==> src/rtl/combo_pkg.sv <==
// Shared constants, channel action encoding and the multiplier tier lookup
// for the combo tracker.
package combo_pkg;

  localparam int unsigned TIER2_MIN      = 10;
  localparam int unsigned TIER3_MIN      = 25;
  localparam int unsigned TIER4_MIN      = 50;
  localparam int unsigned MULT_W         = 3;
  localparam int unsigned MAX_COMBO_DEF  = 99;
  localparam int unsigned FULL_BONUS_DEF = 2;

  // Winning event for one channel in one cycle, after priority resolution.
  typedef enum logic [2:0] {
    ACT_HOLD,
    ACT_RESTART,
    ACT_MISS,
    ACT_FULL,
    ACT_HIT,
    ACT_TIMEOUT
  } act_e;

  // Score multiplier tier for a given combo count.
  function automatic logic [MULT_W-1:0] mult_of(input int unsigned c);
    if (c >= TIER4_MIN)      return MULT_W'(4);
    else if (c >= TIER3_MIN) return MULT_W'(3);
    else if (c >= TIER2_MIN) return MULT_W'(2);
    else                     return MULT_W'(1);
  endfunction

endpackage

==> src/rtl/combo_tracker_if.sv <==
// Game-event inputs and per-channel combo outputs of the combo tracker.
interface combo_tracker_if
  import combo_pkg::*;
#(
  parameter int unsigned NUM_CH = 2,
  parameter int unsigned CNT_W  = 7
) ();

  logic                       restart;
  logic [NUM_CH-1:0]          miss;
  logic [NUM_CH-1:0]          hit;
  logic [NUM_CH-1:0]          full_clear_hit;
  logic [NUM_CH*CNT_W-1:0]    combo_count;
  logic [NUM_CH*CNT_W-1:0]    best_combo;
  logic [NUM_CH*MULT_W-1:0]   multiplier;
  logic [NUM_CH-1:0]          combo_broken;

  modport master (
    output restart, miss, hit, full_clear_hit,
    input  combo_count, best_combo, multiplier, combo_broken
  );

  modport slave (
    input  restart, miss, hit, full_clear_hit,
    output combo_count, best_combo, multiplier, combo_broken
  );

endinterface

==> src/rtl/combo_channel.sv <==
// One player channel: saturating combo count, idle-decay timer, best value
// and a one-cycle broken pulse.
module combo_channel
  import combo_pkg::*;
#(
  parameter int unsigned CNT_W       = 7,
  parameter int unsigned MAX_COMBO   = MAX_COMBO_DEF,
  parameter int unsigned FULL_BONUS  = FULL_BONUS_DEF,
  parameter int unsigned TIMEOUT_CYC = 100_000_000
) (
  input  logic             clk,
  input  logic             rst,
  input  logic             restart_i,
  input  logic             miss_i,
  input  logic             hit_i,
  input  logic             full_clear_hit_i,
  output logic [CNT_W-1:0] count_o,
  output logic [CNT_W-1:0] best_o,
  output logic             broken_o
);

  localparam logic [CNT_W:0]   MAX_EXT   = (CNT_W+1)'(MAX_COMBO);
  localparam logic [CNT_W:0]   BONUS_EXT = (CNT_W+1)'(FULL_BONUS);
  localparam logic [CNT_W-1:0] MAX_CNT   = CNT_W'(MAX_COMBO);

  logic [CNT_W-1:0] count_q, count_d;
  logic [CNT_W-1:0] best_q, best_d;
  logic             broken_q, broken_d;
  logic             expire;
  logic [CNT_W:0]   sum_full, sum_hit;
  act_e             act;

  assign sum_full = {1'b0, count_q} + BONUS_EXT;
  assign sum_hit  = {1'b0, count_q} + (CNT_W+1)'(1);

  // Resolve simultaneous events: restart > miss > full clear > hit > timeout.
  always_comb begin
    act = ACT_HOLD;
    if (restart_i)             act = ACT_RESTART;
    else if (miss_i)           act = ACT_MISS;
    else if (full_clear_hit_i) act = ACT_FULL;
    else if (hit_i)            act = ACT_HIT;
    else if (expire)           act = ACT_TIMEOUT;
  end

  // Next count, broken pulse and running best.
  always_comb begin
    count_d  = count_q;
    broken_d = 1'b0;
    case (act)
      ACT_RESTART: count_d = '0;
      ACT_MISS: begin
        count_d  = '0;
        broken_d = (count_q != '0);
      end
      ACT_FULL:    count_d = (sum_full > MAX_EXT) ? MAX_CNT : sum_full[CNT_W-1:0];
      ACT_HIT:     count_d = (sum_hit  > MAX_EXT) ? MAX_CNT : sum_hit[CNT_W-1:0];
      ACT_TIMEOUT: begin
        count_d  = '0;
        broken_d = 1'b1;
      end
      default: ;
    endcase
    best_d = (count_d > best_q) ? count_d : best_q;
  end

  // Channel state registers.
  always_ff @(posedge clk or posedge rst) begin
    if (rst) begin
      count_q  <= '0;
      best_q   <= '0;
      broken_q <= 1'b0;
    end else begin
      count_q  <= count_d;
      best_q   <= best_d;
      broken_q <= broken_d;
    end
  end

  generate
    if (TIMEOUT_CYC > 0) begin : g_timer
      localparam int unsigned TMR_W = $clog2(TIMEOUT_CYC + 1);
      logic [TMR_W-1:0] timer_q, timer_d;

      // Expiry only matters for a live combo; the timer sits at 0 otherwise.
      assign expire = (count_q != '0) && (timer_q == TMR_W'(TIMEOUT_CYC - 1));

      // Any resolved event (including the timeout itself) reloads the timer.
      always_comb begin
        timer_d = timer_q;
        if (act != ACT_HOLD)     timer_d = '0;
        else if (count_q != '0)  timer_d = timer_q + TMR_W'(1);
      end

      // Idle timer register.
      always_ff @(posedge clk or posedge rst) begin
        if (rst) timer_q <= '0;
        else     timer_q <= timer_d;
      end
    end else begin : g_no_timer
      assign expire = 1'b0;
    end
  endgenerate

  assign count_o  = count_q;
  assign best_o   = best_q;
  assign broken_o = broken_q;

endmodule

==> src/rtl/combo_tracker.sv <==
// Multi-channel combo tracker: one independent combo_channel per player plus
// the combinational multiplier tier per channel.
module combo_tracker
  import combo_pkg::*;
#(
  parameter int unsigned NUM_CH      = 2,
  parameter int unsigned CNT_W       = 7,
  parameter int unsigned MAX_COMBO   = MAX_COMBO_DEF,
  parameter int unsigned FULL_BONUS  = FULL_BONUS_DEF,
  parameter int unsigned TIMEOUT_CYC = 100_000_000
) (
  input  logic            clk,
  input  logic            rst,
  combo_tracker_if.slave  bus
);

  logic [NUM_CH*CNT_W-1:0]  count_w;
  logic [NUM_CH*CNT_W-1:0]  best_w;
  logic [NUM_CH*MULT_W-1:0] mult_w;
  logic [NUM_CH-1:0]        broken_w;

  for (genvar i = 0; i < NUM_CH; i++) begin : g_ch
    combo_channel #(
      .CNT_W       (CNT_W),
      .MAX_COMBO   (MAX_COMBO),
      .FULL_BONUS  (FULL_BONUS),
      .TIMEOUT_CYC (TIMEOUT_CYC)
    ) u_ch (
      .clk              (clk),
      .rst              (rst),
      .restart_i        (bus.restart),
      .miss_i           (bus.miss[i]),
      .hit_i            (bus.hit[i]),
      .full_clear_hit_i (bus.full_clear_hit[i]),
      .count_o          (count_w[i*CNT_W +: CNT_W]),
      .best_o           (best_w[i*CNT_W +: CNT_W]),
      .broken_o         (broken_w[i])
    );

    assign mult_w[i*MULT_W +: MULT_W] = mult_of(32'(count_w[i*CNT_W +: CNT_W]));
  end

  assign bus.combo_count  = count_w;
  assign bus.best_combo   = best_w;
  assign bus.multiplier   = mult_w;
  assign bus.combo_broken = broken_w;

endmodule

==> src/flat_wrapper.sv <==
// flat-port wrapper written by rule: the top's interface ports become plain ports
module combo_tracker_flat import combo_pkg::*;
#(
  parameter int unsigned NUM_CH      = 2,
  parameter int unsigned CNT_W       = 7,
  parameter int unsigned MAX_COMBO   = MAX_COMBO_DEF,
  parameter int unsigned FULL_BONUS  = FULL_BONUS_DEF,
  parameter int unsigned TIMEOUT_CYC = 100_000_000
)
  (clk, rst, bus_restart, bus_miss, bus_hit, bus_full_clear_hit, bus_combo_count, bus_best_combo, bus_multiplier, bus_combo_broken);
  combo_tracker_if #(.NUM_CH(NUM_CH), .CNT_W(CNT_W)) bus_i ();
  input  logic clk;
  input  logic rst;
  input wire logic [$bits(bus_i.restart)-1:0] bus_restart;
  input wire logic [$bits(bus_i.miss)-1:0] bus_miss;
  input wire logic [$bits(bus_i.hit)-1:0] bus_hit;
  input wire logic [$bits(bus_i.full_clear_hit)-1:0] bus_full_clear_hit;
  output wire logic [$bits(bus_i.combo_count)-1:0] bus_combo_count;
  output wire logic [$bits(bus_i.best_combo)-1:0] bus_best_combo;
  output wire logic [$bits(bus_i.multiplier)-1:0] bus_multiplier;
  output wire logic [$bits(bus_i.combo_broken)-1:0] bus_combo_broken;
  assign bus_i.restart = bus_restart;
  assign bus_i.miss = bus_miss;
  assign bus_i.hit = bus_hit;
  assign bus_i.full_clear_hit = bus_full_clear_hit;
  assign bus_combo_count = bus_i.combo_count;
  assign bus_best_combo = bus_i.best_combo;
  assign bus_multiplier = bus_i.multiplier;
  assign bus_combo_broken = bus_i.combo_broken;
  combo_tracker #(.NUM_CH(NUM_CH), .CNT_W(CNT_W), .MAX_COMBO(MAX_COMBO), .FULL_BONUS(FULL_BONUS), .TIMEOUT_CYC(TIMEOUT_CYC)) u_core (.clk(clk), .rst(rst), .bus(bus_i));
endmodule
==> config.mk <==
export PLATFORM = sky130hd
export DESIGN_NAME = combo_tracker_flat
export DESIGN_NICKNAME = d
export VERILOG_FILES = /design/src/rtl/combo_pkg.sv /design/src/rtl/combo_tracker_if.sv /design/src/rtl/combo_channel.sv /design/src/rtl/combo_tracker.sv /design/src/flat_wrapper.sv
export SDC_FILE = /design/constraint.sdc
export NUM_CORES = 1
export LEC_CHECK = 0
export ABC_AREA = 0
export BUFFER_PORTS_ARGS = -buffer_cell sky130_fd_sc_hd__buf_2
export CORE_MARGIN = 2
export CORE_UTILIZATION = 45
export CTS_CLUSTER_DIAMETER = 80
export DETAILED_ROUTE_END_ITERATION = 8
export GPL_TIMING_DRIVEN = 0
export PLACE_DENSITY = 0.71
export SKIP_LAST_GASP = 1
export SLEW_MARGIN = 20
export SYNTH_ARGS = -nofsm -noshare
export SYNTH_HDL_FRONTEND = slang
export SYNTH_SLANG_ARGS = --single-unit
==> constraint.sdc <==
create_clock -name clk -period 5.1 [get_ports clk]
set_clock_uncertainty 0.1 [all_clocks]
set_input_delay 0.255 -clock clk [delete_from_list [all_inputs] [get_ports clk]]
set_output_delay 0.255 -clock clk [all_outputs]
set_load 0.02 [all_outputs]
==> qor.csv <==
metric,value,unit
status,"complete, no violations",
reg2reg start,u_core.g_ch[0].u_ch.count_o[2],
Placement Rows,40,
CTS root buf,clkbuf_16,
slowest CP cell,a21oi_1,
Vias/cell,5.74,
DRC errors left,0,
post-synthesis cell area,5550,µm²
HP Start,bus_restart,
largest net degree at the start of global routing,61,
area delta synth->final,13.9,%
first-pass GRT wire length,21900,µm
GRT Overall Usage,0.206,
setup_tns,0,ps
H-tree levels,3,
worst-path maximum fanout,10,
Peak VDD IR,0.314,mV
Seq cells post-synth,84,
Port Buffers,44,
"FFs w/ async S/R, synth",1.00,
Die Ht,115,µm
RSZ-0062 raised after global routing,no,
synthesized instance count,624,
Worst path max stage delay,540,ps
core area,12000,µm²
Final period util,0.873,
"Seq/Total Area, Yosys",0.378,
Final min period,4450,ps
Syn Area/Cell,8.90,µm²
reg-to-reg endpoint,u_core.g_ch[0].u_ch.best_o[6],
clk buf depth,2,
final setup violation count,0,
worst min path class,primary input to register,
Setup Crit Path Kind,register to register,
Pre-antenna DRT Iters,5,
WP data required,5220,ps
die width,115,µm
IO Pins,45,
PwrDens,309,nW/µm²
"Setup Fix Bufs, Post-CTS",0,
Synth area leader,dfrtp_1,
max cap viols,0,
Final Max Slew Viols,0,
post-synthesis cell type count,75,
Peak Freq,225,MHz
Max-slew headroom,0.466,
Hold WS,105,ps
Synth Flop Type,dfrtp_1,
Worst-Margin Slew,791,ps
reg2reg path depth,16,
Area contributors post-synth,"dfrtp_1 38%, ha_1 7.2%, nor2_1 4.9%",
internal reg-to-reg setup slack,650,ps
Avg WL per Cell,15.6,µm
Worst Hold Endpoint,u_core.g_ch[0].u_ch.broken_o,
Hold Path Depth,2,
number of clock sinks,84,
Setup crit end kind,register,
clock latency at the later pin of the worst-skew pair,340,ps
Ant. Diodes,0,
Hold Fails Final Rpt,0,
"commonest non-fill, non-tap cell in the layout",dfrtp_1,
CP Launch Type,register,
share of cells above drive strength 1,0.155,
CTS tree,built,
CP Cell Sequence,buf_2 > inv_1 > ha_1 > or4_1 > o211ai_2 > nor4_1 > nor2_2 > a21oi_1 > a211o_1 > ha_1 > nor2b_1 > o211ai_1 > a21boi_0 > o21ai_0 > a21oi_1 > mux2_2,
die area,13200,µm²
"commonest cells after routing, fill and taps aside","84 x dfrtp_1, 73 x nor2_1, 52 x nand2_1",
placed wire-length estimate,9480,µm
antenna violations before repair,0,
CTS resizes,0,
total global routing overflow,0,
vias in the first global route,4582,
drt total wl,13000,µm
critical path arrival,4570,ps
post-synthesis net count,665,
"Reg clk slew, reported paths",60,ps
Initial Util,0.462,
"EDFF count, synth",0,
total CTS buffers,9,
fin nets,722,
fillcell total,1115,
1st-iter DRT viols,200,
via count,4785,
share of the synthesized area in the top cell type,0.378,
Leak,2.70,nW
Synth Warn #,0,
DRT antenna net count,0,
Placer Congestion,0.921,
[cell usage after synthesis, types with 4 or more instances]
library cell  number
ha_1              32
dfrtp_1           84
buf_2              7
and4_1             6
nand4_1           16
clkbuf_1           9
o21ai_0           26
mux2_2            11
o22ai_1            6
nor3_1            13
nor4b_1            5
inv_1             34
nor4_1             4
a211o_1            4
and3_1            10
buf_4              4
nand3_1           29
nand2_1           52
xnor2_1           16
a21oi_1           43
a21o_1             4
nor2_1            73
o31ai_1            4
or3_1             18
xor2_1            30
nand3b_1           4
a31oi_1            7
nand2b_1           5
[state kept, by name (all words and copies together) (netlist names)]
signal / flops
u_core.g_ch.u_ch.count_o: 14
u_core.g_ch.u_ch.broken_o: 2
u_core.g_ch.u_ch.best_o: 14
u_core.g_ch.u_ch.g_timer.timer_q: 54
[critical path, delay by kind of cell, from the launching register on]
family                     cells  cell delay [ps]
buffers and inverters          2              410
adders and majority gates      2              650
muxes                          1              410
DFF                            1              450
AOI/OAI and AO/OA              7             1380
and+or+nand+nor                4              930
[stage by stage]
step / worst slack, ps / cells / total power [mW] / instance area, µm² / util
global route: 249 / 833 / 2.05 / 6330 / 0.527
finish: 648 / 833 / 1.96 / 6330 / 0.527
detailed placement: 654 / 816 / 1.26 / 5990 / 0.499
floorplan: 1100 / 624 / 1.12 / 5550 / -
global placement: 680 / 815 / 1.24 / 5960 / 0.496
CTS: 652 / 833 / 1.97 / 6330 / 0.527
[report_power, final]
part / internal (mW) / switching, mW
clock: 0.444 / 0.264
sequential: 0.694 / 0.0318
combinational: 0.210 / 0.314
total: 1.35 / 0.610
[layer usage]
layer,routed length (µm),share of wire,global-route usage,vias up
li1,-,-,-,2344
met1,5840,0.45,0.272,2315
met2,6370,0.49,0.344,112
met3,578,0.045,0.0474,14
met4,171,0.013,0.0538,0
met5,0,0,0,-
[worst max-delay path by stage]
stage,from,slack (ps),to
floorplan,u_core.g_ch[0].u_ch.count_o[2],1100,u_core.g_ch[0].u_ch.best_o[0]
global placement,u_core.g_ch[1].u_ch.count_o[0],680,u_core.g_ch[1].u_ch.best_o[6]
detailed placement,u_core.g_ch[1].u_ch.count_o[0],650,u_core.g_ch[1].u_ch.best_o[2]
CTS,u_core.g_ch[1].u_ch.count_o[0],650,u_core.g_ch[1].u_ch.best_o[5]
global route,u_core.g_ch[1].u_ch.count_o[0],250,u_core.g_ch[1].u_ch.best_o[6]
finish,u_core.g_ch[0].u_ch.count_o[2],650,u_core.g_ch[0].u_ch.best_o[6]
[logic make-up (layout without fill, tap and decap cells)]
| group | Yosys count | after routing | synth area share |
|---|---|---|---|
| AO/OA/AOI/OAI | 129 | 129 | 0.154 |
| buffers and inverters | 59 | 121 | 0.0482 |
| multiplexers | 13 | 13 | 0.0261 |
| AND/OR/NAND/NOR | 261 | 261 | 0.249 |
| adder cells (fa/ha/maj) | 32 | 32 | 0.0721 |
| XOR/XNOR | 46 | 46 | 0.0725 |
| flip-flops | 84 | 84 | 0.378 |
[final cells by class]
cell class	count	area (µm²)	share of cell area
Sequential cell	84	2100	0.332
Buffer	25	140	0.0222
Timing Repair Buffer	46	258	0.0407
Clock buffer	11	243	0.0384
Clock inverter	5	85.1	0.0134
Multi-Input combinational cell	481	3180	0.503
Tap cell	147	184	0.0291
Inverter	34	130	0.0206
[what timing repair did]
item,in CTS,in global routing
hold endpoints to repair,24,0
endpoints found under the setup margin,0,0
hold buffers,1,0
(Power assumes the default switching activity.)
